**config.mk**
```make
export PLATFORM = sky130hd
export DESIGN_NAME = charge_bay_scheduler_flat
export DESIGN_NICKNAME = d
export VERILOG_FILES = /design/src/rtl/charge_bay_if.sv /design/src/rtl/charge_bay_scheduler.sv /design/src/flat_wrapper.sv
export SDC_FILE = /design/constraint.sdc
export NUM_CORES = 1
export LEC_CHECK = 0
export CORE_ASPECT_RATIO = 0.5
export CORE_UTILIZATION = 49
export DETAILED_ROUTE_END_ITERATION = 6
export PLACE_DENSITY_LB_ADDON = 0.08
export SYNTH_ARGS = -nofsm -noshare
export SYNTH_HDL_FRONTEND = slang
export SYNTH_SLANG_ARGS = --single-unit
```
**constraint.sdc**
```tcl
create_clock -name Clk -period 13.3 [get_ports Clk]
set_clock_uncertainty 0.15 [all_clocks]
set_input_delay 1.33 -clock Clk [delete_from_list [all_inputs] [get_ports Clk]]
set_output_delay 1.33 -clock Clk [all_outputs]
set_load 0.02 [all_outputs]
```
**src/rtl/charge_bay_if.sv**
```systemverilog
// Bus between the per-bay coin/mode logic and the shared-charger scheduler.
// The master side supplies enable, strobes and credits. The slave side (the
// scheduler) returns the charger state and the session-complete pulses.
interface charge_bay_if #(
    parameter int NUM_BAYS = 4,
    parameter int BAY_W    = 2,
    parameter int TIME_W   = 12
);
    logic                Enable;
    logic                Tick;
    logic                CreditValid;
    logic [BAY_W-1:0]    CreditBay;
    logic [TIME_W-1:0]   CreditMinutes;
    logic                Abort;
    logic                ChargerOn;
    logic [BAY_W-1:0]    ActiveBay;
    logic [TIME_W-1:0]   RemainingTime;
    logic [NUM_BAYS-1:0] BayDone;
    logic                Busy;

    modport master (
        output Enable, Tick, CreditValid, CreditBay, CreditMinutes, Abort,
        input  ChargerOn, ActiveBay, RemainingTime, BayDone, Busy
    );

    modport slave (
        input  Enable, Tick, CreditValid, CreditBay, CreditMinutes, Abort,
        output ChargerOn, ActiveBay, RemainingTime, BayDone, Busy
    );
endinterface

```
**src/rtl/charge_bay_scheduler.sv**
```systemverilog
// Round-robin time-sharing of one charger among NUM_BAYS bays. Each bay
// banks purchased minutes in a pending register; the granted bay's minutes
// are moved into RemainingTime and counted down on the one-minute strobe.
module charge_bay_scheduler #(
    parameter int NUM_BAYS = 4,
    parameter int BAY_W    = 2,
    parameter int TIME_W   = 12
) (
    input  logic         Clk,
    input  logic         nReset,
    charge_bay_if.slave  bus
);
    typedef enum logic [1:0] {S_IDLE, S_LOAD, S_CHARGE, S_DONE} state_t;

    localparam logic [BAY_W:0]   NUM_BAYS_L = (BAY_W+1)'(NUM_BAYS);
    localparam logic [BAY_W-1:0] LAST_INIT  = BAY_W'(NUM_BAYS - 1);

    state_t              state_q, state_d;
    logic [TIME_W-1:0]   pend_q [NUM_BAYS];
    logic [TIME_W-1:0]   pend_d [NUM_BAYS];
    logic [TIME_W-1:0]   rem_q, rem_d;
    logic [BAY_W-1:0]    active_bay_q, active_bay_d;
    logic [BAY_W-1:0]    last_bay_q, last_bay_d;
    logic                credit_ok;
    logic                topup;
    logic                grant_found;
    logic [BAY_W-1:0]    grant_bay;

    // Saturating add: minute counters pin at all-ones instead of wrapping.
    function automatic logic [TIME_W-1:0] sat_add(input logic [TIME_W-1:0] a,
                                                  input logic [TIME_W-1:0] b);
        logic [TIME_W:0] s;
        s = {1'b0, a} + {1'b0, b};
        return s[TIME_W] ? '1 : s[TIME_W-1:0];
    endfunction

    // Credits to a non-existent bay are dropped; credits to the bay that is
    // loading or charging go straight into its running countdown.
    assign credit_ok = bus.CreditValid && ({1'b0, bus.CreditBay} < NUM_BAYS_L);
    assign topup     = credit_ok && (bus.CreditBay == active_bay_q) &&
                       (state_q == S_LOAD || state_q == S_CHARGE);

    // Round-robin pick: first bay with credit after the last-served bay.
    always_comb begin
        int               idx;
        logic [BAY_W-1:0] idx_b;
        grant_found = 1'b0;
        grant_bay   = '0;
        idx         = 0;
        idx_b       = '0;
        for (int i = 1; i <= NUM_BAYS; i++) begin
            idx   = (int'(last_bay_q) + i) % NUM_BAYS;
            idx_b = BAY_W'(idx);
            if (!grant_found && pend_q[idx_b] != '0) begin
                grant_found = 1'b1;
                grant_bay   = idx_b;
            end
        end
    end

    // Datapath next-state: pending credits, countdown, grant bookkeeping.
    always_comb begin
        pend_d       = pend_q;
        rem_d        = rem_q;
        active_bay_d = active_bay_q;
        last_bay_d   = last_bay_q;
        if (credit_ok && !topup) begin
            pend_d[bus.CreditBay] = sat_add(pend_q[bus.CreditBay], bus.CreditMinutes);
        end
        case (state_q)
            S_IDLE: begin
                if (bus.Enable && grant_found) begin
                    active_bay_d = grant_bay;
                end
            end
            S_LOAD: begin
                rem_d                = sat_add(pend_q[active_bay_q],
                                               topup ? bus.CreditMinutes : '0);
                pend_d[active_bay_q] = '0;
            end
            S_CHARGE: begin
                if (bus.Abort) begin
                    rem_d = '0;
                end else begin
                    rem_d = rem_q - TIME_W'(bus.Enable && bus.Tick);
                    if (topup) begin
                        rem_d = sat_add(rem_d, bus.CreditMinutes);
                    end
                end
            end
            S_DONE: begin
                last_bay_d = active_bay_q;
            end
            default: ;
        endcase
    end

    // FSM next state; a session ends when the countdown lands on zero.
    always_comb begin
        state_d = state_q;
        case (state_q)
            S_IDLE:   if (bus.Enable && grant_found) state_d = S_LOAD;
            S_LOAD:   state_d = S_CHARGE;
            S_CHARGE: if (bus.Abort || rem_d == '0) state_d = S_DONE;
            S_DONE:   state_d = S_IDLE;
            default:  state_d = S_IDLE;
        endcase
    end

    // Outputs decoded from state; charger power also follows Enable.
    always_comb begin
        bus.ChargerOn     = (state_q == S_CHARGE) && bus.Enable;
        bus.Busy          = (state_q != S_IDLE);
        bus.ActiveBay     = active_bay_q;
        bus.RemainingTime = rem_q;
        bus.BayDone       = '0;
        if (state_q == S_DONE) begin
            bus.BayDone[active_bay_q] = 1'b1;
        end
    end

    // FSM state register.
    always_ff @(posedge Clk or negedge nReset) begin
        if (!nReset) begin
            state_q <= S_IDLE;
        end else begin
            state_q <= state_d;
        end
    end

    // Datapath registers; reset discards every banked credit.
    always_ff @(posedge Clk or negedge nReset) begin
        if (!nReset) begin
            for (int b = 0; b < NUM_BAYS; b++) begin
                pend_q[b] <= '0;
            end
            rem_q        <= '0;
            active_bay_q <= '0;
            last_bay_q   <= LAST_INIT;
        end else begin
            pend_q       <= pend_d;
            rem_q        <= rem_d;
            active_bay_q <= active_bay_d;
            last_bay_q   <= last_bay_d;
        end
    end
endmodule

```
**src/flat_wrapper.sv**
```systemverilog
// flat-port wrapper written by rule: the top's interface ports become plain ports
module charge_bay_scheduler_flat 
#(
    parameter int NUM_BAYS = 4,
    parameter int BAY_W    = 2,
    parameter int TIME_W   = 12
)
  (Clk, nReset, bus_Enable, bus_Tick, bus_CreditValid, bus_CreditBay, bus_CreditMinutes, bus_Abort, bus_ChargerOn, bus_ActiveBay, bus_RemainingTime, bus_BayDone, bus_Busy);
  charge_bay_if #(.NUM_BAYS(NUM_BAYS), .BAY_W(BAY_W), .TIME_W(TIME_W)) bus_i ();
  input  logic Clk;
  input  logic nReset;
  input wire logic [$bits(bus_i.Enable)-1:0] bus_Enable;
  input wire logic [$bits(bus_i.Tick)-1:0] bus_Tick;
  input wire logic [$bits(bus_i.CreditValid)-1:0] bus_CreditValid;
  input wire logic [$bits(bus_i.CreditBay)-1:0] bus_CreditBay;
  input wire logic [$bits(bus_i.CreditMinutes)-1:0] bus_CreditMinutes;
  input wire logic [$bits(bus_i.Abort)-1:0] bus_Abort;
  output wire logic [$bits(bus_i.ChargerOn)-1:0] bus_ChargerOn;
  output wire logic [$bits(bus_i.ActiveBay)-1:0] bus_ActiveBay;
  output wire logic [$bits(bus_i.RemainingTime)-1:0] bus_RemainingTime;
  output wire logic [$bits(bus_i.BayDone)-1:0] bus_BayDone;
  output wire logic [$bits(bus_i.Busy)-1:0] bus_Busy;
  assign bus_i.Enable = bus_Enable;
  assign bus_i.Tick = bus_Tick;
  assign bus_i.CreditValid = bus_CreditValid;
  assign bus_i.CreditBay = bus_CreditBay;
  assign bus_i.CreditMinutes = bus_CreditMinutes;
  assign bus_i.Abort = bus_Abort;
  assign bus_ChargerOn = bus_i.ChargerOn;
  assign bus_ActiveBay = bus_i.ActiveBay;
  assign bus_RemainingTime = bus_i.RemainingTime;
  assign bus_BayDone = bus_i.BayDone;
  assign bus_Busy = bus_i.Busy;
  charge_bay_scheduler #(.NUM_BAYS(NUM_BAYS), .BAY_W(BAY_W), .TIME_W(TIME_W)) u_core (.Clk(Clk), .nReset(nReset), .bus(bus_i));
endmodule
```
==> results of run 1 <==
-- cell usage in the layout, fill, tap and decap left out, types with 3 or more instances in the layout --
master            n
a211oi_1         52
xnor2_1          14
o311ai_0          3
mux2i_1           6
a31oi_1           9
clkdlybuf4s50_1  38
o21a_1            8
nor3_2            3
o2111ai_1         3
or3_1             7
nand2b_1          5
ha_1             43
clkbuf_16         9
xor2_1           11
clkinvlp_4        3
fa_1              3
a221o_1           3
o31ai_1           4
mux4_2           24
nor2_1           95
o211ai_1          9
and2_1           18
inv_1            24
dfrtp_1          64
a21oi_1          25
nand2_1          37
nor3_1           13
a21o_1            5
nor2b_1           8
nor4_1           13
o21ai_0          36
nor3b_1           5
buf_4             8
nand3_1          13
or2_2             3
and3_1            5
-- logic make-up (layout without fill, tap and decap cells) --
| family | after synthesis | count (layout) | synth area share [%] |
|---|---|---|---|
| and+or+nand+nor | 238 | 238 | 20.3 |
| adders and majority gates | 46 | 46 | 10.4 |
| buffers and inverters | 50 | 87 | 3.68 |
| xor gates and xnor gates | 25 | 25 | 3.79 |
| AOI/OAI and AO/OA | 187 | 187 | 22.4 |
| muxes | 32 | 32 | 10.8 |
| DFF | 66 | 66 | 28.6 |
-- Yosys cell counts (4+ instances only) --
| master | n | area (sq um) |
|---|---|---|
| a31oi_1 | 9 | 56.3 |
| nor2_1 | 95 | 357 |
| o21a_1 | 8 | 60.1 |
| nand2b_1 | 5 | 31.3 |
| or3_1 | 7 | 43.8 |
| nor4_1 | 13 | 81.3 |
| a211oi_1 | 52 | 390 |
| ha_1 | 43 | 538 |
| clkbuf_1 | 19 | 71.3 |
| o21ai_0 | 36 | 180 |
| xor2_1 | 11 | 96.3 |
| dfrtp_1 | 64 | 1600 |
| o31ai_1 | 4 | 30.0 |
| nor3_1 | 15 | 75.1 |
| xnor2_1 | 14 | 123 |
| mux4_2 | 24 | 541 |
| mux2i_1 | 6 | 60.1 |
| inv_1 | 24 | 90.1 |
| and2_1 | 18 | 113 |
| nand3_1 | 13 | 65.1 |
| a21oi_1 | 25 | 125 |
| o211ai_1 | 9 | 67.6 |
| nor3b_1 | 6 | 45.0 |
| and3_1 | 5 | 31.3 |
| nand2_1 | 37 | 139 |
| a21o_1 | 5 | 37.5 |
| nor2b_1 | 8 | 50.1 |
-- critical path, cell delays in order --
cell             delay, ps
clkdlybuf4s50_1       1090
xor2_1                 210
or3_1                  580
nor2_1                 250
ha_1                   270
a211oi_1               360
o21ai_0                270
a31o_2                 300
or3b_2                 460
a32oi_1                230
o21ai_0                190
nor4b_2                350
a311oi_1               140
a211oi_1               210
-- flip-flops by register name (all words and copies together), names as in the netlist --
register,count
u_core.pend_q,48
u_core.bus.RemainingTime,12
u_core.bus.ActiveBay,2
u_core.last_bay_q,2
u_core.state_q,2
-- power breakdown --
group	internal, uW	switching (uW)	total, uW
combinational	450	621	1070
clock	127	100	227
sequential	297	115	412
-- worst max path at each step --
stage                                    to  cells past startpoint
after floorplan           u_core.state_q[1]                     15
after detailed placement  u_core.state_q[0]                     14
after CTS                 u_core.state_q[0]                     14
after global placement    u_core.state_q[1]                     14
after global routing      u_core.state_q[1]                     15
final                     u_core.state_q[0]                     14
-- layer usage --
layer / wire (um) / track usage, %
met2: 7080 / 42.6
met5: 0 / 0
met4: 151 / 5.39
met3: 1080 / 5.19
met1: 8660 / 46.5
-- area by class of cell --
cell class | instances | area (sq um) | area share, %
multi-input combinational | 528 | 3920 | 59.5
sequential | 66 | 1650 | 25.1
timing repair buffer | 47 | 445 | 6.76
clock buffer | 9 | 225 | 3.42
tap | 159 | 199 | 3.02
inverter | 24 | 90.1 | 1.37
clock inverter | 7 | 53.8 | 0.816
-- stage by stage --
stage / cell area [sq um] / instances / setup WS, ps
after global routing: 6590 / 840 / 6520
after detailed placement: 6310 / 824 / 6830
after CTS: 6590 / 840 / 7150
after floorplan: 5780 / 644 / 8250
after global placement: 6310 / 824 / 7070
final: 6590 / 840 / 7140
==> summary.md, run 1 <==
| Metric | Value |
|---|---|
| Status | finished, final reports clean |
| Total I/O pin count | 40 |
| Crit. Startpoint | bus_CreditBay[1] |
| Port Buf Inserts | 39 |
| Synth Instances | around 640 |
| Synthesized area | between 0.005 and 0.006 sq mm |
| Hold/Removal Path Class | reg -> reg |
| Worst-Margin Slew | approximately 940 ps |
| Placeable Area | roughly 0.011 sq mm |
| Antenna diode count | 0 |
| Slew HR | 36.9% |
| First-pass GRT wire length | around 28000 um |
| RePlAce Congestion | roughly 0.90 |
| Layout Nets | approximately 740 |
| H-tree levels | 3 |
| Setup bufs post-CTS | 0 |
| Ys async rst share | between 90% and 100% |
| Worst path arrival time | 6250 ps |
| Largest net degree at the start of global routing | between 60 and 70 |
| Worst-Skew Late Latency | about 340 ps |
| Final WL | between 15000 and 20000 um |
| Tcrit/Tclk final | a little under half |
| Initial core utilization | 51.5% |
| # resized after CTS | 0 |
| Share of cells above drive strength 1 | under 10% |
| Vias in the first global route | approximately 5.0k |
| Total grt overflow | 0 |
| Post-route ant nets | 0 |
| Reg-to-reg startpoint | u_core.state_q[0] |
| Leak | roughly 0.0027 uW |
| Post-layout minimum cycle time | 6160 ps |
| FILL cells | just over 1k |
| R2R Setup Slk | a little over 8000 ps |
| Initial antenna violation count | 0 |
| Crit path required time | about 13000 ps |
| Unrepaired setup endpoints after global routing | no |
| Slew Viols, Final | 0 |
| Max IR drop VDD | between 100 and 150 uV |
| Yosys Warn Count | 0 |
| Min Hold Slack | ~360 ps |
| Drt drc | 0 |
| Total power | ~1700 uW |
| Cts hold-fix bufs | 0 |
| Top_reg_cell synth | dfrtp_1 |
| Core Rows | 27 |
| CTS tree | yes |
| Crit-path max FO | 16 |
| Tot GR Track Use | about 30% |
| Die Span Y | a little under 80 um |
| Synthesized flop and latch total | 66 |
| Syn nets | 710 |
| Finish-stage setup viols | 0 |
| Die W | between 150 and 200 um |
| Via count | 5325 |
| Total clock sinks | 66 |
| Number of distinct library cells after synthesis | between 60 and 70 |
| Post-DR wirelength/cell | roughly 20 um |
| CP startpoint kind | primary input |
| Buffer levels on the longest clock path | 2 |
| Crit Reg-Reg Endpoint | u_core.state_q[0] |
| Max Cap Viol | 0 |
| CTS root buffer | clkbuf_16 |
| Hold EP | u_core.last_bay_q[0] |
| Avg Cell Area, Syn | approximately 9 sq um |
| Maximum clock frequency | 162 MHz |
| Power per Cell Area | approximately 260 mW/mm^2 |
| Via density | about 6.3 |
| Element type at the critical path end | flop |
| Sum Neg Setup Slack | 0 ps |
| Starting DRT DRC Count | roughly 640 |
| Final Hold Vio Count | 0 |
| Worst hold stages | 2 |
| Area delta synth->final | 14.1% |
| Sequential area share after synthesis | approximately 29% |
| Number of CTS-inserted buffers | 9 |
| DRT Pass-1 Iters | 5 |
| Die area | around 0.012 sq mm |
| Fin util | ~59% |
| R2r worst-path depth | 15 |
| Worst-path clk slew | ~60 ps |
| Post-synth EDFFs | 0 |
| Critical path type | in -> reg |
| Hpwl dp | ~13000 um |
| HP Start | u_core.last_bay_q[0] |
Note: power is estimated with default switching activity, not from simulation.
==> run 2: changes to the inputs <==
==> constraint.sdc (replaced) <==
create_clock -name Clk -period 6.45 [get_ports Clk]
set_clock_uncertainty 0.15 [all_clocks]
set_input_delay 0.645 -clock Clk [delete_from_list [all_inputs] [get_ports Clk]]
set_output_delay 0.645 -clock Clk [all_outputs]
set_load 0.02 [all_outputs]
==> run 2 against run 1 <==
Against the previous run: via count is 0.69% lower; cell area is 0.59% higher; register-to-register slack worse by 6700 ps; first-iteration DRC count is 2.5% higher; final cell count is 0.24% higher; power is 110% higher; clock power is 120% higher; critical path depth is 2 higher; non-clock buffer count is 2 higher; count of clock-buffer cells in the layout stayed put; sequential share of layout area is 0.15 points lower; critical path type unchanged; largest power group unchanged.
==> summary.md, run 2 (synthesis gave the netlist of run 1 again) <==
| Metric | Value |
|---|---|
| Max reg flops | 48 (unchanged) |
| Initial core utilization | 51.5% (unchanged) |
| Vias in the first global route | 4922 (was 4980) |
| DRT Pass-1 Iters | 5 (unchanged) |
| Slew Viols, Final | 0 (unchanged) |
| CTS tree | yes (unchanged) |
| DP Worst Slack | 922 ps (was 6830 ps) |
| Worst-Margin Slew | 921 ps (was 943 ps) |
| Antenna diode count | 0 (unchanged) |
| Total clock sinks | 66 (unchanged) |
| Post-layout minimum cycle time | roughly 5300 ps |
| Power per Cell Area | 535 mW/mm^2 (was 259 mW/mm^2) |
| # resized after CTS | 0 (unchanged) |
| Commonest non-fill, non-tap cells in the layout | nor2_1, dfrtp_1, a211oi_1, ha_1, clkdlybuf4s50_1 (unchanged) |
| RePlAce Congestion | 0.905 (was 0.897) |
| Crit path cell chain | clkdlybuf4s50_1 > and2_1 > ha_1 > or4b_2 > nor2_1 > xor2_1 > ha_1 > a21oi_1 > o21ai_0 > o21ai_0 > a31oi_1 > a2111oi_1 > nand4_1 > nor3_2 > a31oi_1 > o31ai_1 (was clkdlybuf4s50_1 > xor2_1 > or3_1 > nor2_1 > ha_1 > a211oi_1 > o21ai_0 > a31o_2 > or3b_2 > a32oi_1 > o21ai_0 > nor4b_2 > a311oi_1 > a211oi_1) |
| Critical path type | in -> reg (unchanged) |
| Layout Nets | 744 (was 742) |
| Area delta synth->final | 14.8% (was 14.1%) |
| Final WL | 16900 um (was 17000 um) |
| Drt drc | 0 (unchanged) |
| Unrepaired setup endpoints after global routing | no (unchanged) |
| Total I/O pin count | 40 (unchanged) |
| WP buf/inv | 1 (unchanged) |
| Finish-stage setup viols | 0 (unchanged) |
| Share of cells above drive strength 1 | 10.1% (was 9.84%) |
| Die area | 0.0123 sq mm (unchanged) |
| Total grt overflow | 0 (unchanged) |
| Core Rows | 27 (unchanged) |
| Slew HR | 38.4% (was 36.9%) |
| Min Hold Slack | 331 ps (was 361 ps) |
| Buffer levels on the longest clock path | 2 (unchanged) |
| Crit path max-delay family | compound AO/OA/AOI/OAI gates (unchanged) |
| Placeable Area | 0.0112 sq mm (unchanged) |
| Cts hold-fix bufs | 0 (unchanged) |
| Die Span Y | 78.8 um (unchanged) |
| Worst-Skew Late Latency | 340 ps (about the same) |
| Max Cap Viol | 0 (unchanged) |
| Worst-path clk slew | 60 ps (about the same) |
| Most common cell after layout, fill and taps aside | nor2_1 (unchanged) |
| Crit-path max FO | 6 (was 16) |
| Starting DRT DRC Count | 659 (was 643) |
| Tot GR Track Use | 29.2% (was 29.7%) |
| H-tree levels | 3 (unchanged) |
| Fin util | 59.1% (was 58.8%) |
| Largest net degree at the start of global routing | 67 (unchanged) |
| Largest stage delay on the critical path | 620 ps (was 1090 ps) |
| Post-route ant nets | 0 (unchanged) |
| CP startpoint kind | primary input (unchanged) |
| Number of CTS-inserted buffers | 9 (unchanged) |
| Via density | 6.28 (was 6.34) |
| Status | finished, final reports clean (unchanged) |
| Max IR drop VDD | 214 uV (was 107 uV) |
| Slowest-stage cell, CP | or4b_2 (was clkdlybuf4s50_1) |
| Tcrit/Tclk final | 81.7% |
| CTS root buffer | clkbuf_16 (unchanged) |
| First-pass GRT wire length | 27000 um (was 27700 um) |
| Post-DR wirelength/cell | 20.1 um (was 20.2 um) |
| Final Hold Vio Count | 0 (unchanged) |
| Final WS setup | 1180 ps (was 7140 ps) |
| Initial antenna violation count | 0 (unchanged) |
| Hold/Removal Path Class | in -> async (was reg -> reg) |
| Hpwl dp | 13000 um (about the same) |
| Sum Neg Setup Slack | 0 ps (unchanged) |
| Crit path required time | 6530 ps (was 13390 ps) |
| Top reg by flops | u_core.pend_q (unchanged) |
| Via count | 5288 (was 5325) |
| Die W | 156 um (unchanged) |
| Element type at the critical path end | flop (unchanged) |
| Port Buf Inserts | 39 (unchanged) |
| Setup bufs post-CTS | 0 (unchanged) |
| Leak | 0.00270 uW (was 0.00267 uW) |
| Worst path arrival time | 5350 ps (was 6250 ps) |
| Maximum clock frequency | between 150 and 200 MHz |
-- run 2: cell type report --
| cell class | instances | area [sq um] |
|---|---|---|
| fillers | 1003 | 4590 |
| multi-input cells | 528 | 3920 |
| flip-flops and latches | 66 | 1650 |
| repair buffers | 49 | 460 |
| clock buffers | 9 | 225 |
| well taps | 159 | 199 |
| inverters | 24 | 90.1 |
| clock inverters | 7 | 77.6 |
-- run 2: path summary, 6_finish.rpt --
check | startpoint | endpoint | slack, ps | depth (start not counted)
max | bus_Enable | u_core.state_q[1] | 1180 | 16
min | nReset | u_core.pend_q[25] | 330 | 2
max reg2reg | u_core.bus.ActiveBay[0] | u_core.state_q[1] | 1490 | 16
min reg2reg | u_core.last_bay_q[0] | u_core.last_bay_q[0] | 360 | 2
max in group asynchronous | nReset | u_core.bus.RemainingTime[4] | 5210 | 2
min in group Clk | u_core.last_bay_q[0] | u_core.last_bay_q[0] | 360 | 2
-- run 2: layer usage --
| layer | track usage, % | up-vias | routed length [um] |
|---|---|---|---|
| met5 | 0 | - | 0 |
| met4 | 6.47 | 0 | 167 |
| met3 | 5.35 | 12 | 1490 |
| met2 | 40.5 | 225 | 6940 |
| met1 | 46.3 | 2521 | 8330 |
| li1 | - | 2530 | - |
-- run 2: through the flow --
stage,std cells,cell area (sq um),power (uW)
detailed placement,826,6330,2990
floorplan,644,5780,2380
global route,842,6630,3810
finish,842,6630,3550
global placement,826,6330,2970
CTS,842,6630,3520
-- run 2: worst reg2reg max path, stage by stage (launching register included) --
cell,delay (ps)
dfrtp_1,940
xor2_1,310
nor3_1,90
buf_4,210
and2_1,180
ha_1,210
inv_1,80
fa_1,200
nand2b_1,130
a21oi_1,100
o31ai_1,420
o21ai_0,330
a2111oi_1,640
nand4_1,220
nor3_2,260
a31oi_1,130
o31ai_1,250
-- run 2: power by group --
part | internal [uW] | switching [uW] | total, uW
Sequential | 612 | 273 | 884
Clock | 302 | 208 | 510
Combinational | 927 | 1230 | 2150
Total | 1840 | 1710 | 3550
==> run 3: changes to the inputs <==
==> constraint.sdc (replaced) <==
create_clock -name Clk -period 5.5 [get_ports Clk]
set_clock_uncertainty 0.15 [all_clocks]
set_input_delay 0.55 -clock Clk [delete_from_list [all_inputs] [get_ports Clk]]
set_output_delay 0.55 -clock Clk [all_outputs]
set_load 0.02 [all_outputs]
==> run 3 against run 2 <==
Against the previous run: the flow now finishes with violations (design-rule violations); via count grew 2.5%; sequential share of layout area shrank 0.35 points; sequential power is 12% higher; critical path depth unchanged; final cell count is 0.83% higher; power is 22% higher; first-iteration DRC count rose by 12%; critical path type unchanged; largest cell class unchanged; largest power group unchanged.
==> summary.md, run 3 (synthesis gave the netlist of run 1 again) <==
| Metric | Value |
|---|---|
| Status | finished with violations (was finished, final reports clean) |
| Failing checks | design-rule violations |
| Area delta synth->final | 16.4% (was 14.8%) |
| Tot GR Track Use | 30.5% (was 29.2%) |
| Core Rows | 27 (unchanged) |
| Antenna diode count | 0 (unchanged) |
| Slowest-stage cell, CP | clkdlybuf4s50_1 (was or4b_2) |
| H-tree levels | 3 (unchanged) |
| Worst-Margin Slew | 1070 ps (was 921 ps) |
| DRT Pass-1 Iters | 7 (was 5) |
| Via density | 6.38 (was 6.28) |
| Via count | 5419 (was 5288) |
| Max IR drop VDD | 289 uV (was 214 uV) |
| Total power | 4310 uW (was 3550 uW) |
| Worst path arrival time | 4990 ps (was 5350 ps) |
| Power per Cell Area | 641 mW/mm^2 (was 535 mW/mm^2) |
| Sum Neg Setup Slack | 0 ps (unchanged) |
| Total I/O pin count | 40 (unchanged) |
| CP dominant cell by count | ha_1 |
| Layout Nets | 751 (was 744) |
| Max reg flops | 48 (unchanged) |
| Final Hold Vio Count | 0 (unchanged) |
| Die W | 156 um (unchanged) |
| Placeable Area | 0.0112 sq mm (unchanged) |
| Starting DRT DRC Count | 738 (was 659) |
| Commonest non-fill, non-tap cells in the layout | nor2_1, dfrtp_1, a211oi_1, ha_1, clkdlybuf4s50_1 (unchanged) |
| Total clock sinks | 66 (unchanged) |
| Max Cap Viol | 0 (unchanged) |
| Critical path type | in -> reg (unchanged) |
| Largest net degree at the start of global routing | 67 (unchanged) |
| Initial antenna violation count | 0 (unchanged) |
| Worst-path clk slew | 60 ps (about the same) |
| Min Hold Slack | 255 ps (was 331 ps) |
| Post-layout minimum cycle time | between 4000 and 5000 ps |
| Final WL | 17800 um (was 16900 um) |
| Largest stage delay on the critical path | 510 ps (was 620 ps) |
| WP buf/inv | 1 (unchanged) |
| Leak | 0.00275 uW (was 0.00270 uW) |
| Fin area | 0.00672 sq mm (was 0.00663 sq mm) |
| CTS root buffer | clkbuf_16 (unchanged) |
| Post-DR wirelength/cell | 20.9 um (was 20.1 um) |
| Unrepaired setup endpoints after global routing | no (unchanged) |
| Vias in the first global route | 5017 (was 4922) |
| Worst-Skew Late Latency | 340 ps (about the same) |
| CP startpoint kind | primary input (unchanged) |
| First-pass GRT wire length | 28200 um (was 27000 um) |
| Crit path cell chain | clkdlybuf4s50_1 > and2_1 > ha_1 > ha_1 > nand2_1 > xnor2_1 > ha_1 > and2_1 > a221o_1 > o41a_1 > o2111ai_1 > mux2_2 > a211o_1 > nor4b_2 > a31oi_1 > o31ai_1 (was clkdlybuf4s50_1 > and2_1 > ha_1 > or4b_2 > nor2_1 > xor2_1 > ha_1 > a21oi_1 > o21ai_0 > o21ai_0 > a31oi_1 > a2111oi_1 > nand4_1 > nor3_2 > a31oi_1 > o31ai_1) |
| Setup bufs post-CTS | 0 (unchanged) |
| Total grt overflow | 0 (unchanged) |
| RePlAce Congestion | 0.968 (was 0.905) |
| Port Buf Inserts | 39 (unchanged) |
| Drt drc | 4 (was 0) |
| Number of CTS-inserted buffers | 9 (unchanged) |
| Most common cell after layout, fill and taps aside | nor2_1 (unchanged) |
| Cts hold-fix bufs | 0 (unchanged) |
| # resized after CTS | 0 (unchanged) |
| Element type at the critical path end | flop (unchanged) |
| Cell Area, Placed | 0.00638 sq mm (was 0.00633 sq mm) |
| Slew HR | 28.6% (was 38.4%) |
| Maximum clock frequency | between 200 and 250 MHz |
| Share of cells above drive strength 1 | 10.9% (was 10.1%) |
| Slew Viols, Final | 0 (unchanged) |
| Tcrit/Tclk final | between 80% and 90% |
| Initial core utilization | 51.5% (unchanged) |
| Final WS setup | 601 ps (was 1180 ps) |
| Buffer levels on the longest clock path | 2 (unchanged) |
| Top reg by flops | u_core.pend_q (unchanged) |
| Crit path max-delay family | compound AO/OA/AOI/OAI gates (unchanged) |
| Die area | 0.0123 sq mm (unchanged) |
| Post-route ant nets | 0 (unchanged) |
| Die Span Y | 78.8 um (unchanged) |
| CTS tree | yes (unchanged) |
| Hpwl dp | 13200 um (was 13000 um) |
| Finish-stage setup viols | 0 (unchanged) |
| Crit-path max FO | 4 (was 6) |
| DP Worst Slack | 318 ps (was 922 ps) |
| Crit path required time | 5590 ps (was 6530 ps) |
| Hold/Removal Path Class | in -> async (unchanged) |
run 3: worst paths after layout:
path,start,end,slack [ps],depth (start not counted)
setup reg to reg,u_core.state_q[0],u_core.state_q[1],740,15
setup / recovery,bus_Enable,u_core.state_q[1],600,16
max in group asynchronous,nReset,u_core.bus.RemainingTime[2],4360,2
hold reg to reg,u_core.last_bay_q[0],u_core.last_bay_q[0],350,2
min in group Clk,u_core.last_bay_q[0],u_core.last_bay_q[0],350,2
hold / removal,nReset,u_core.pend_q[26],260,2
run 3: power breakdown:
group | switching, uW | leakage (uW) | internal, uW
registers | 276 | 0.000789 | 719
logic | 1540 | 0.00180 | 1110
clock network | 228 | 0.000163 | 445
total | 2040 | 0.00275 | 2270
run 3: metrics by stage:
step / utilization [%] / cells
after floorplan: - / 644
after global placement: 56.9 / 833
after detailed placement: 56.9 / 833
after CTS: 60.0 / 849
after global routing: 60.0 / 849
final: 60.0 / 849
run 3: final cells by class:
type / count / area [sq um]
clock buffer: 10 / 229
clock inverter: 6 / 115
fill: 956 / 4490
inverter: 24 / 90.1
multi-input combinational: 528 / 3920
sequential: 66 / 1650
tap: 159 / 199
timing repair buffer: 56 / 513
run 3: layer usage:
| metal | part of all wire, % | vias up | global-route usage (%) |
|---|---|---|---|
| met5 | 0 | - | 0 |
| met4 | 1.4 | 0 | 7.75 |
| met3 | 9.9 | 29 | 6.17 |
| met2 | 42 | 281 | 43.7 |
| met1 | 46 | 2582 | 46.4 |
| li1 | - | 2527 | - |
